**src/rtl/ysyx_22041211_wbu_if.sv**
```systemverilog
// Bundle of EXU->WBU, LSU->WBU and WBU write-back/commit signals.
// master: the side that issues instructions and load responses; slave: the WBU.
interface ysyx_22041211_wbu_if #(
  parameter int DATA_LEN = 32,
  parameter int REG_AW   = 5
);
  logic                exu_valid_i;
  logic                exu_ready_o;
  logic [DATA_LEN-1:0] exu_pc_i;
  logic                exu_wd_i;
  logic [REG_AW-1:0]   exu_wreg_i;
  logic [DATA_LEN-1:0] exu_wdata_i;
  logic                exu_csr_we_i;
  logic [DATA_LEN-1:0] exu_csr_wdata_i;
  logic                exu_mem_i;
  logic                lsu_valid_i;
  logic [DATA_LEN-1:0] lsu_rdata_i;
  logic                wd_o;
  logic [REG_AW-1:0]   wreg_o;
  logic [DATA_LEN-1:0] wdata_o;
  logic                csr_we_o;
  logic [DATA_LEN-1:0] csr_wdata_o;
  logic                commit_o;
  logic [DATA_LEN-1:0] commit_pc_o;
  logic                timeout_o;

  modport master (
    output exu_valid_i, exu_pc_i, exu_wd_i, exu_wreg_i, exu_wdata_i,
           exu_csr_we_i, exu_csr_wdata_i, exu_mem_i, lsu_valid_i, lsu_rdata_i,
    input  exu_ready_o, wd_o, wreg_o, wdata_o, csr_we_o, csr_wdata_o,
           commit_o, commit_pc_o, timeout_o
  );

  modport slave (
    input  exu_valid_i, exu_pc_i, exu_wd_i, exu_wreg_i, exu_wdata_i,
           exu_csr_we_i, exu_csr_wdata_i, exu_mem_i, lsu_valid_i, lsu_rdata_i,
    output exu_ready_o, wd_o, wreg_o, wdata_o, csr_we_o, csr_wdata_o,
           commit_o, commit_pc_o, timeout_o
  );
endinterface

```
**src/rtl/ysyx_22041211_wbu.sv**
```systemverilog
// Write-back unit: captures one EXU result, optionally waits for LSU load data, retires it.
// Define YSYX_22041211_WB_RETIRE_CNT_EN to add the 64-bit retire_cnt_o counter port.
module ysyx_22041211_wbu #(
  parameter int DATA_LEN    = 32,
  parameter int REG_AW      = 5,
  parameter int TIMEOUT_CYC = 255
) (
  input  logic                clk,
  input  logic                rst,
  ysyx_22041211_wbu_if.slave  wb
`ifdef YSYX_22041211_WB_RETIRE_CNT_EN
  ,
  output logic [63:0]         retire_cnt_o
`endif
);

  typedef enum logic [1:0] {S_IDLE, S_WAIT_MEM, S_COMMIT} state_t;

  localparam logic [15:0] LIMIT = 16'(TIMEOUT_CYC - 1);

  state_t              r_state;
  state_t              w_next;
  logic [DATA_LEN-1:0] r_pc;
  logic [DATA_LEN-1:0] r_wdata;
  logic [DATA_LEN-1:0] r_csr_wdata;
  logic                r_wd;
  logic                r_csr_we;
  logic [REG_AW-1:0]   r_wreg;
  logic [15:0]         r_cnt;
  logic                r_timeout;
  logic                w_xfer;
  logic                w_load;
  logic                w_set_timeout;
  logic                w_commit;

  always_ff @(posedge clk) begin
    if (rst) r_state <= S_IDLE;
    else     r_state <= w_next;
  end

  // lsu_valid_i is checked before the limit so a response on the last cycle still commits
  always_comb begin
    w_next        = r_state;
    w_xfer        = 1'b0;
    w_load        = 1'b0;
    w_set_timeout = 1'b0;
    unique case (r_state)
      S_IDLE: begin
        if (wb.exu_valid_i) begin
          w_xfer = 1'b1;
          w_next = wb.exu_mem_i ? S_WAIT_MEM : S_COMMIT;
        end
      end
      S_WAIT_MEM: begin
        if (wb.lsu_valid_i) begin
          w_load = 1'b1;
          w_next = S_COMMIT;
        end else if (r_cnt == LIMIT) begin
          w_set_timeout = 1'b1;
          w_next        = S_IDLE;
        end
      end
      S_COMMIT: w_next = S_IDLE;
      default:  w_next = S_IDLE;
    endcase
  end

  always_ff @(posedge clk) begin
    if (rst) begin
      r_pc        <= '0;
      r_wd        <= 1'b0;
      r_wreg      <= '0;
      r_wdata     <= '0;
      r_csr_we    <= 1'b0;
      r_csr_wdata <= '0;
      r_cnt       <= '0;
      r_timeout   <= 1'b0;
    end else begin
      if (w_xfer) begin
        r_pc        <= wb.exu_pc_i;
        r_wd        <= wb.exu_wd_i;
        r_wreg      <= wb.exu_wreg_i;
        r_wdata     <= wb.exu_wdata_i;
        r_csr_we    <= wb.exu_csr_we_i;
        r_csr_wdata <= wb.exu_csr_wdata_i;
        r_cnt       <= '0;
      end else if (r_state == S_WAIT_MEM) begin
        r_cnt <= r_cnt + 16'd1;
      end
      if (w_load)        r_wdata   <= wb.lsu_rdata_i;
      if (w_set_timeout) r_timeout <= 1'b1;
    end
  end

  // Outputs are gated by rst so they read 0 even in the cycle reset is first applied
  always_comb begin
    w_commit       = (r_state == S_COMMIT) && !rst;
    wb.exu_ready_o = (r_state == S_IDLE);
    wb.commit_o    = w_commit;
    wb.commit_pc_o = w_commit ? r_pc : '0;
    wb.wd_o        = w_commit && r_wd && (r_wreg != '0);
    wb.wreg_o      = w_commit ? r_wreg : '0;
    wb.wdata_o     = w_commit ? r_wdata : '0;
    wb.csr_we_o    = w_commit && r_csr_we;
    wb.csr_wdata_o = w_commit ? r_csr_wdata : '0;
    wb.timeout_o   = r_timeout && !rst;
  end

`ifdef YSYX_22041211_WB_RETIRE_CNT_EN
  logic [63:0] r_retire_cnt;

  always_ff @(posedge clk) begin
    if (rst)                        r_retire_cnt <= '0;
    else if (r_state == S_COMMIT)   r_retire_cnt <= r_retire_cnt + 64'd1;
  end

  assign retire_cnt_o = r_retire_cnt;
`endif

endmodule

```
**src/flat_wrapper.sv**
```systemverilog
// flat-port wrapper written by rule: the top's interface ports become plain ports
module ysyx_22041211_wbu_flat 
#(
  parameter int DATA_LEN    = 32,
  parameter int REG_AW      = 5,
  parameter int TIMEOUT_CYC = 255
)
  (clk, rst, wb_exu_valid_i, wb_exu_pc_i, wb_exu_wd_i, wb_exu_wreg_i, wb_exu_wdata_i, wb_exu_csr_we_i, wb_exu_csr_wdata_i, wb_exu_mem_i, wb_lsu_valid_i, wb_lsu_rdata_i, wb_exu_ready_o, wb_wd_o, wb_wreg_o, wb_wdata_o, wb_csr_we_o, wb_csr_wdata_o, wb_commit_o, wb_commit_pc_o, wb_timeout_o);
  ysyx_22041211_wbu_if #(.DATA_LEN(DATA_LEN), .REG_AW(REG_AW)) wb_i ();
  input  logic clk;
  input  logic rst;
  input wire logic [$bits(wb_i.exu_valid_i)-1:0] wb_exu_valid_i;
  input wire logic [$bits(wb_i.exu_pc_i)-1:0] wb_exu_pc_i;
  input wire logic [$bits(wb_i.exu_wd_i)-1:0] wb_exu_wd_i;
  input wire logic [$bits(wb_i.exu_wreg_i)-1:0] wb_exu_wreg_i;
  input wire logic [$bits(wb_i.exu_wdata_i)-1:0] wb_exu_wdata_i;
  input wire logic [$bits(wb_i.exu_csr_we_i)-1:0] wb_exu_csr_we_i;
  input wire logic [$bits(wb_i.exu_csr_wdata_i)-1:0] wb_exu_csr_wdata_i;
  input wire logic [$bits(wb_i.exu_mem_i)-1:0] wb_exu_mem_i;
  input wire logic [$bits(wb_i.lsu_valid_i)-1:0] wb_lsu_valid_i;
  input wire logic [$bits(wb_i.lsu_rdata_i)-1:0] wb_lsu_rdata_i;
  output wire logic [$bits(wb_i.exu_ready_o)-1:0] wb_exu_ready_o;
  output wire logic [$bits(wb_i.wd_o)-1:0] wb_wd_o;
  output wire logic [$bits(wb_i.wreg_o)-1:0] wb_wreg_o;
  output wire logic [$bits(wb_i.wdata_o)-1:0] wb_wdata_o;
  output wire logic [$bits(wb_i.csr_we_o)-1:0] wb_csr_we_o;
  output wire logic [$bits(wb_i.csr_wdata_o)-1:0] wb_csr_wdata_o;
  output wire logic [$bits(wb_i.commit_o)-1:0] wb_commit_o;
  output wire logic [$bits(wb_i.commit_pc_o)-1:0] wb_commit_pc_o;
  output wire logic [$bits(wb_i.timeout_o)-1:0] wb_timeout_o;
  assign wb_i.exu_valid_i = wb_exu_valid_i;
  assign wb_i.exu_pc_i = wb_exu_pc_i;
  assign wb_i.exu_wd_i = wb_exu_wd_i;
  assign wb_i.exu_wreg_i = wb_exu_wreg_i;
  assign wb_i.exu_wdata_i = wb_exu_wdata_i;
  assign wb_i.exu_csr_we_i = wb_exu_csr_we_i;
  assign wb_i.exu_csr_wdata_i = wb_exu_csr_wdata_i;
  assign wb_i.exu_mem_i = wb_exu_mem_i;
  assign wb_i.lsu_valid_i = wb_lsu_valid_i;
  assign wb_i.lsu_rdata_i = wb_lsu_rdata_i;
  assign wb_exu_ready_o = wb_i.exu_ready_o;
  assign wb_wd_o = wb_i.wd_o;
  assign wb_wreg_o = wb_i.wreg_o;
  assign wb_wdata_o = wb_i.wdata_o;
  assign wb_csr_we_o = wb_i.csr_we_o;
  assign wb_csr_wdata_o = wb_i.csr_wdata_o;
  assign wb_commit_o = wb_i.commit_o;
  assign wb_commit_pc_o = wb_i.commit_pc_o;
  assign wb_timeout_o = wb_i.timeout_o;
  ysyx_22041211_wbu #(.DATA_LEN(DATA_LEN), .REG_AW(REG_AW), .TIMEOUT_CYC(TIMEOUT_CYC)) u_core (.clk(clk), .rst(rst), .wb(wb_i));
endmodule
```
**config.mk**
```make
export PLATFORM = sky130hd
export DESIGN_NAME = ysyx_22041211_wbu_flat
export DESIGN_NICKNAME = d
export VERILOG_FILES = /design/src/rtl/ysyx_22041211_wbu_if.sv /design/src/rtl/ysyx_22041211_wbu.sv /design/src/flat_wrapper.sv
export SDC_FILE = /design/constraint.sdc
export NUM_CORES = 1
export LEC_CHECK = 0
export BUFFER_PORTS_ARGS = -buffer_cell sky130_fd_sc_hd__buf_2
export CAP_MARGIN = 0
export CORE_UTILIZATION = 40
export CTS_BUF_LIST = sky130_fd_sc_hd__clkbuf_4 sky130_fd_sc_hd__clkbuf_8
export DETAILED_ROUTE_END_ITERATION = 16
export MAX_ROUTING_LAYER = met4
export PLACE_DENSITY_LB_ADDON = 0.1
export SYNTH_ARGS = -nofsm -noshare
export SYNTH_HDL_FRONTEND = slang
export SYNTH_SLANG_ARGS = --single-unit
```
**constraint.sdc**
```tcl
create_clock -name clk -period 1.7 [get_ports clk]
set_input_delay 0.17 -clock clk [delete_from_list [all_inputs] [get_ports clk]]
set_output_delay 0.17 -clock clk [all_outputs]
set_load 0.02 [all_outputs]
```
==> flow_metrics.tcl, run 1 <==
set metrics [dict create \
    vdd_drop_max_v 0.0005383 \
    gr-usage-all-layers_pct 26.59 \
    critPathLaunchType "flip-flop" \
    drv_slew 0 \
    synth_mux_area_share_pct 0 \
    fmax_mhz 520.0 \
    die_area_mm2 0.01372 \
    ys_warn_count 0 \
    io_pins 246 \
    synth_simple_gate_area_share_pct 34.00 \
    min_path_type "in2reg" \
    postSynthCellCount 683 \
    fin_crit_ps 1923 \
    layout-drive-gt1-share_pct 41.07 \
    drtAntennaViolNets 0 \
    p_total_w 0.007073 \
    synth_top_area_share_pct 46.06 \
    grt_max_degree 108 \
    synth.avg_cell_area_um2 7.764 \
    drcViolationCount 0 \
    wl_mm 19.41 \
    yosysSeqAreaShare_pct 46.06 \
    viasPerCell 4.991 \
    fp-row-count 41 \
    violations "setup timing" \
    clock_latency_ps 440 \
    fillCellCount 923 \
    grt_overflow_total 0 \
    rsz0062_at_grt "yes" \
    relSlewSlack_pct 67.04 \
    first_pass_iters 5 \
    diodes 0 \
    utilization_pct 72.53 \
    r2r_cells 5 \
    dp.cells 1061 \
    drt_iter0_markers 329 \
    die_y_um 117.1 \
    synth_top_family_by_area "simple AND/OR/NAND/NOR gates" \
    min_from "wb_lsu_rdata_i[22]" \
    end_kind "primary output" \
    leakagePower_nw 4.124 \
    fin_skew_ps 8.634 \
    min_period_over_period_pct 113.1 \
    arrival_ps 1750 \
    r2r-end "u_core.r_cnt[8]" \
    dp_slack_ps -47.66 \
    holdPathEnd "u_core.r_wdata[22]" \
    synth_edf_count 0 \
    worst-path-max-fanout 4 \
    pwr_density_cell_mw_per_mm2 763.3 \
    cts_buffer_depth 2 \
    syn_to_final_growth_pct 74.73 \
    worst_pin_slew_ps 494.4 \
    vias 5974 \
    rr_startpoint "u_core.r_state[1]" \
    outcome "finished, violations left" \
    clockRootBuffer "clkbuf_8" \
    start_util_pct 41.51 \
    crit_path_max_incr_delay_ps 350 \
    setup_ws_ps -222.9 \
    finalNonFillerCells 1197 \
    synthTopCellsByArea "dfxtp_1 (46%), and2_1 (12%), nand2_1 (12%)" \
    tritoncts "done" \
    synth-seq-cells 122 \
    yosys.area.top_type "dfxtp_1" \
    cts_max_level 4 \
    synth_area_mm2 0.005303 \
    cts_sinks 122 \
    place_area_mm2 0.006711 \
    place.gp.congestion 0.7825 \
    cts_buffers 17 \
    cp.required_ps 1530 \
    drv_cap 0 \
    crit_type "reg2out" \
    syn_nets 825 \
    fin_area_mm2 0.009265 \
    ys.flop_type "dfxtp_1" \
    worstPathCellList "nor3b_4 -> buf_6 -> buf_12 -> buf_12 -> clkbuf_16 -> and2_4 -> buf_6" \
    ys_types 42 \
    synthArstFlopShare_pct 0 \
    synth-compound-area-share_pct 12.69 \
    holdPathStages 3 \
    ff2ff_setup_slack_ps 80 \
    io_buffers 245 \
    setup_violations 104 \
    slowest_stage "dfxtp_4" \
    die_w_um 117.1 \
    core_area_mm2 0.01277 \
    fin_nets 1154 \
    synthXorXnorAreaFrac_pct 1.817 \
    grt_pass1_vias 5763 \
    synthAdderAreaFrac_pct 0.4719 \
    routedWlPerCell_um 16.22 \
    grt_pass1_wl_mm 26.76 \
    clkTransAtPathRegs_ps 70 \
    final_hold_viol_count 0 \
    antenna_found_initial 0 \
    dp_hpwl_mm 10.27 \
]
==> power breakdown <==
part | internal [W] | switching, W
clock network | 0.00167 | 0.00111
registers | 0.00305 | 0.000106
logic | 0.000581 | 0.000561
==> per-layer routing <==
metal / wire length, um / vias up / GRT usage [%]
met2: 10210 / 217 / 45.80
li1: - / 2906 / -
met4: 381 / 0 / 13.16
met1: 7851 / 2817 / 28.87
met5: 0 / - / -
met3: 965 / 34 / 6.025
==> placed cells by master, fill, tap and decap left out, types with 8 or more instances in the layout <==
| master | count |
|---|---|
| o22ai_1 | 24 |
| nand2_1 | 163 |
| clkbuf_8 | 21 |
| buf_4 | 16 |
| dlygate4sd3_1 | 85 |
| a21oi_1 | 73 |
| buf_2 | 140 |
| xor2_1 | 10 |
| and2_4 | 93 |
| nor2_1 | 47 |
| and2_1 | 12 |
| dfxtp_1 | 120 |
| buf_12 | 8 |
| a311oi_1 | 8 |
| buf_6 | 106 |
| nor3_1 | 27 |
==> sequential cells by signal, indices dropped and copies added, names as in the netlist <==
| signal | cells |
|---|---|
| u_core.r_wd | 1 |
| u_core.r_wreg | 5 |
| u_core.r_state | 2 |
| u_core.r_pc | 32 |
| u_core.r_timeout | 1 |
| u_core.r_csr_we | 1 |
| u_core.r_cnt | 16 |
| u_core.r_csr_wdata | 32 |
| u_core.r_wdata | 32 |
==> critical path: cells and delay by family, from the launching register on <==
family / cells / cell delay (ps)
buffers and inverters: 5 / 630
AND/OR/NAND/NOR: 2 / 350
flip-flops: 1 / 350
==> how the worst max path moves through the flow <==
stage / start / endpoint / cells past startpoint
after floorplan: u_core.r_state[0] / u_core.r_wdata[0] / 7
after global placement: u_core.r_state[0] / u_core.r_wdata[16] / 4
after detailed placement: u_core.r_state[0] / u_core.r_wdata[13] / 4
after CTS: u_core.r_state[0] / wb_commit_pc_o[22] / 7
after global routing: u_core.r_state[0] / wb_wdata_o[11] / 7
final: u_core.r_state[0] / wb_csr_wdata_o[14] / 7
==> synth_stat cells (3+ instances only) <==
master      n
or3_1       3
nand3_1     6
nor2_1     48
a311oi_1    8
buf_2      15
clkbuf_1   37
xor2_1     10
a21oi_1    73
o22ai_1    24
nand2_1   163
nand4_1     6
buf_4       4
dfxtp_1   122
nor3_1     27
and2_1    105
==> metrics by stage <==
stage | hold WS [ps] | setup TNS, ps
3_3_place_gp | 411.3 | 0
5_1_grt | 17.22 | -22760
2_1_floorplan | 306.0 | 0
6_report | 37.36 | -15690
4_1_cts | 0.1271 | -15890
3_5_place_dp | 416.1 | -85.67
==> what timing repair did <==
item / 4_1_cts / 5_1_grt
pin swaps: 13 / 38
resized for setup: 208 / 113
hold buffers: 85 / 0
setup endpoints to repair: 109 / 140
buffers inserted: 8 / 2
gates cloned: 5 / 5
endpoints found under the hold margin: 80 / 0
==> logic make-up after synthesis <==
family | count (synthesis)
and+or+nand+nor | 373
DFF | 122
AOI/OAI and AO/OA | 116
buffers and inverters | 59
xor gates and xnor gates | 11
adders and majority gates | 2
==> layout make-up <==
| class | count | area, um2 | share of cell area [%] |
|---|---|---|---|
| Timing Repair Buffer | 367 | 3308 | 35.71 |
| Multi-Input combinational cell | 502 | 2853 | 30.79 |
| Sequential cell | 122 | 2450 | 26.44 |
| Clock buffer | 25 | 319.1 | 3.444 |
| Tap cell | 172 | 215.2 | 2.323 |
| Clock inverter | 7 | 112.6 | 1.215 |
| Inverter | 2 | 7.507 | 0.08103 |
No activity file was read; power rests on OpenSTA's default activity.
==> run 2: changes to the inputs <==
- CORE_MARGIN: not set -> 4
==> run 2 against run 1 <==
  * The run still ends with setup timing left
  * Cell area shrank 5.0%
  * Combinational power decreased by 6%
  * Global-route usage down 2.5 points
  * Final cell count decreased by 0.42%
  * Core utilization decreased by 3.6 points
  * Sequential power about the same
  * Largest cell class unchanged
  * Highest routed layer unchanged
==> flow_metrics.tcl, run 2 (synthesis gave the netlist of run 1 again) <==
set metrics [dict create \
    outcome "finished, violations left" \
    violations "setup timing" \
    layout-drive-gt1-share_pct 34.74 \
    end_kind "primary output" \
    grt_max_degree 82 \
    drtAntennaViolNets 0 \
    drcViolationCount 0 \
    p_total_w 0.007008 \
    fin_skew_ps 8.450 \
    drv_cap 0 \
    fp-row-count 41 \
    fin_crit_ps 1829 \
    clock_latency_ps 440 \
    leakagePower_nw 3.955 \
    syn_to_final_growth_pct 65.95 \
    final_common_cell "nand2_1" \
    clkTransAtPathRegs_ps 70 \
    critPathLaunchType "flip-flop" \
    crit_type "reg2out" \
    die_w_um 123.1 \
    routedWlPerCell_um 15.37 \
    dp_hpwl_mm 11.18 \
    clockRootBuffer "clkbuf_8" \
    top_regs "u_core.r_csr_wdata: 32 flops, u_core.r_pc: 32 flops, u_core.r_wdata: 32 flops" \
    grt_overflow_total 0 \
    antenna_found_initial 0 \
    whs_ps 34.68 \
    vias 5854 \
    grt_pass1_vias 5988 \
    die_area_mm2 0.01516 \
    arrival_ps 1660 \
    fmax_mhz 546.8 \
    cp.required_ps 1530 \
    setup_violations 103 \
    rsz0062_at_grt "yes" \
    grt_pass1_wl_mm 27.92 \
    tritoncts "done" \
    cts_max_level 4 \
    setup_ws_ps -128.8 \
    cts_sinks 122 \
    tns_ps -8884 \
    worst-path-max-fanout 34 \
    cts_buffer_depth 2 \
    drv_slew 0 \
    relSlewSlack_pct 43.90 \
    first_pass_iters 4 \
    fin_nets 1149 \
    die_y_um 123.1 \
    final_hold_viol_count 0 \
    final_cell_mix "nand2_1 (163), buf_2 (147), dfxtp_1 (120)" \
    min_path_type "in2reg" \
    io_buffers 245 \
    pwr_density_cell_mw_per_mm2 796.4 \
    start_util_pct 41.51 \
    cts_buffers 17 \
    worst_pin_slew_ps 841.5 \
    viasPerCell 4.911 \
    vdd_drop_max_v 0.0006022 \
    wl_mm 18.32 \
    min_period_over_period_pct 107.6 \
    core_area_mm2 0.01277 \
    drt_iter0_markers 300 \
    io_pins 246 \
    gr-usage-all-layers_pct 24.11 \
    place.gp.congestion 0.8069 \
]
==> run 2: cell count changes in the layout (fill, tap and decap cells not counted), moves of 2 or more <==
cell / delta
buf_8: -3
buf_6: -47
and2_1: +58
clkbuf_4: -2
and2_4: -59
buf_2: +7
buf_4: +40
clkbuf_16: -2
==> run 2: through the flow <==
stage          cells  utilization, %  worst slack, ps  area [um2]
2_1_floorplan    683               -            106.4        5303
3_3_place_gp    1063           52.86            172.1        6751
3_5_place_dp    1063           52.86            150.5        6751
4_1_cts         1189           67.85           -136.8        8667
5_1_grt         1191           68.87           -243.1        8797
6_report        1192           68.89           -128.8        8800
==> run 2: report_power, final <==
| part | leakage (nW) | switching, W | internal (W) |
|---|---|---|---|
| logic | 2.73 | 0.000522 | 0.000549 |
| clock network | 0.222 | 0.00112 | 0.00166 |
| registers | 1.00 | 0.000101 | 0.00305 |
| total | 3.96 | 0.00175 | 0.00526 |
==> run 2: layout make-up <==
cell class	count	area (um2)
fill	985	3974
timing repair buffer	362	3002
inverter	2	7.507
sequential	122	2450
multi-input combinational	502	2693
tap	172	215.2
antenna	1	2.502
clock inverter	7	112.6
clock buffer	24	317.8
==> run 2: layer usage <==
metal	wire [um]	GRT usage [%]	vias up	part of all wire [%]
li1	-	-	2901	-
met1	7353	26.43	2722	40
met2	9493	41.18	201	52
met3	1156	6.130	30	6.3
met4	316	10.93	0	1.7
met5	0	-	-	0
==> run 2: timing repair <==
action	in CTS	in global routing
setup endpoints to repair	104	104
pin swaps	10	16
buffers inserted	5	0
resized for setup	169	29
cloned	4	2
hold buffers	86	0
hold endpoints to repair	81	0
==> run 2: path summary, 6_finish.rpt <==
path                               start  slack [ps]  depth (start not counted)                     end
setup / recovery       u_core.r_state[0]        -130                          5            wb_wreg_o[0]
hold / removal        wb_lsu_rdata_i[15]          30                          3      u_core.r_wdata[15]
setup reg to reg       u_core.r_state[0]          90                          6         u_core.r_pc[31]
hold reg to reg   u_core.r_csr_wdata[22]         450                          2  u_core.r_csr_wdata[22]
==> run 2: worst max-delay path, cell delays in order (launching register included) <==
cell     delay [ps]
dfxtp_4         350
nor3b_4         210
buf_4           180
buf_16          170
and2_1          170
buf_4           150
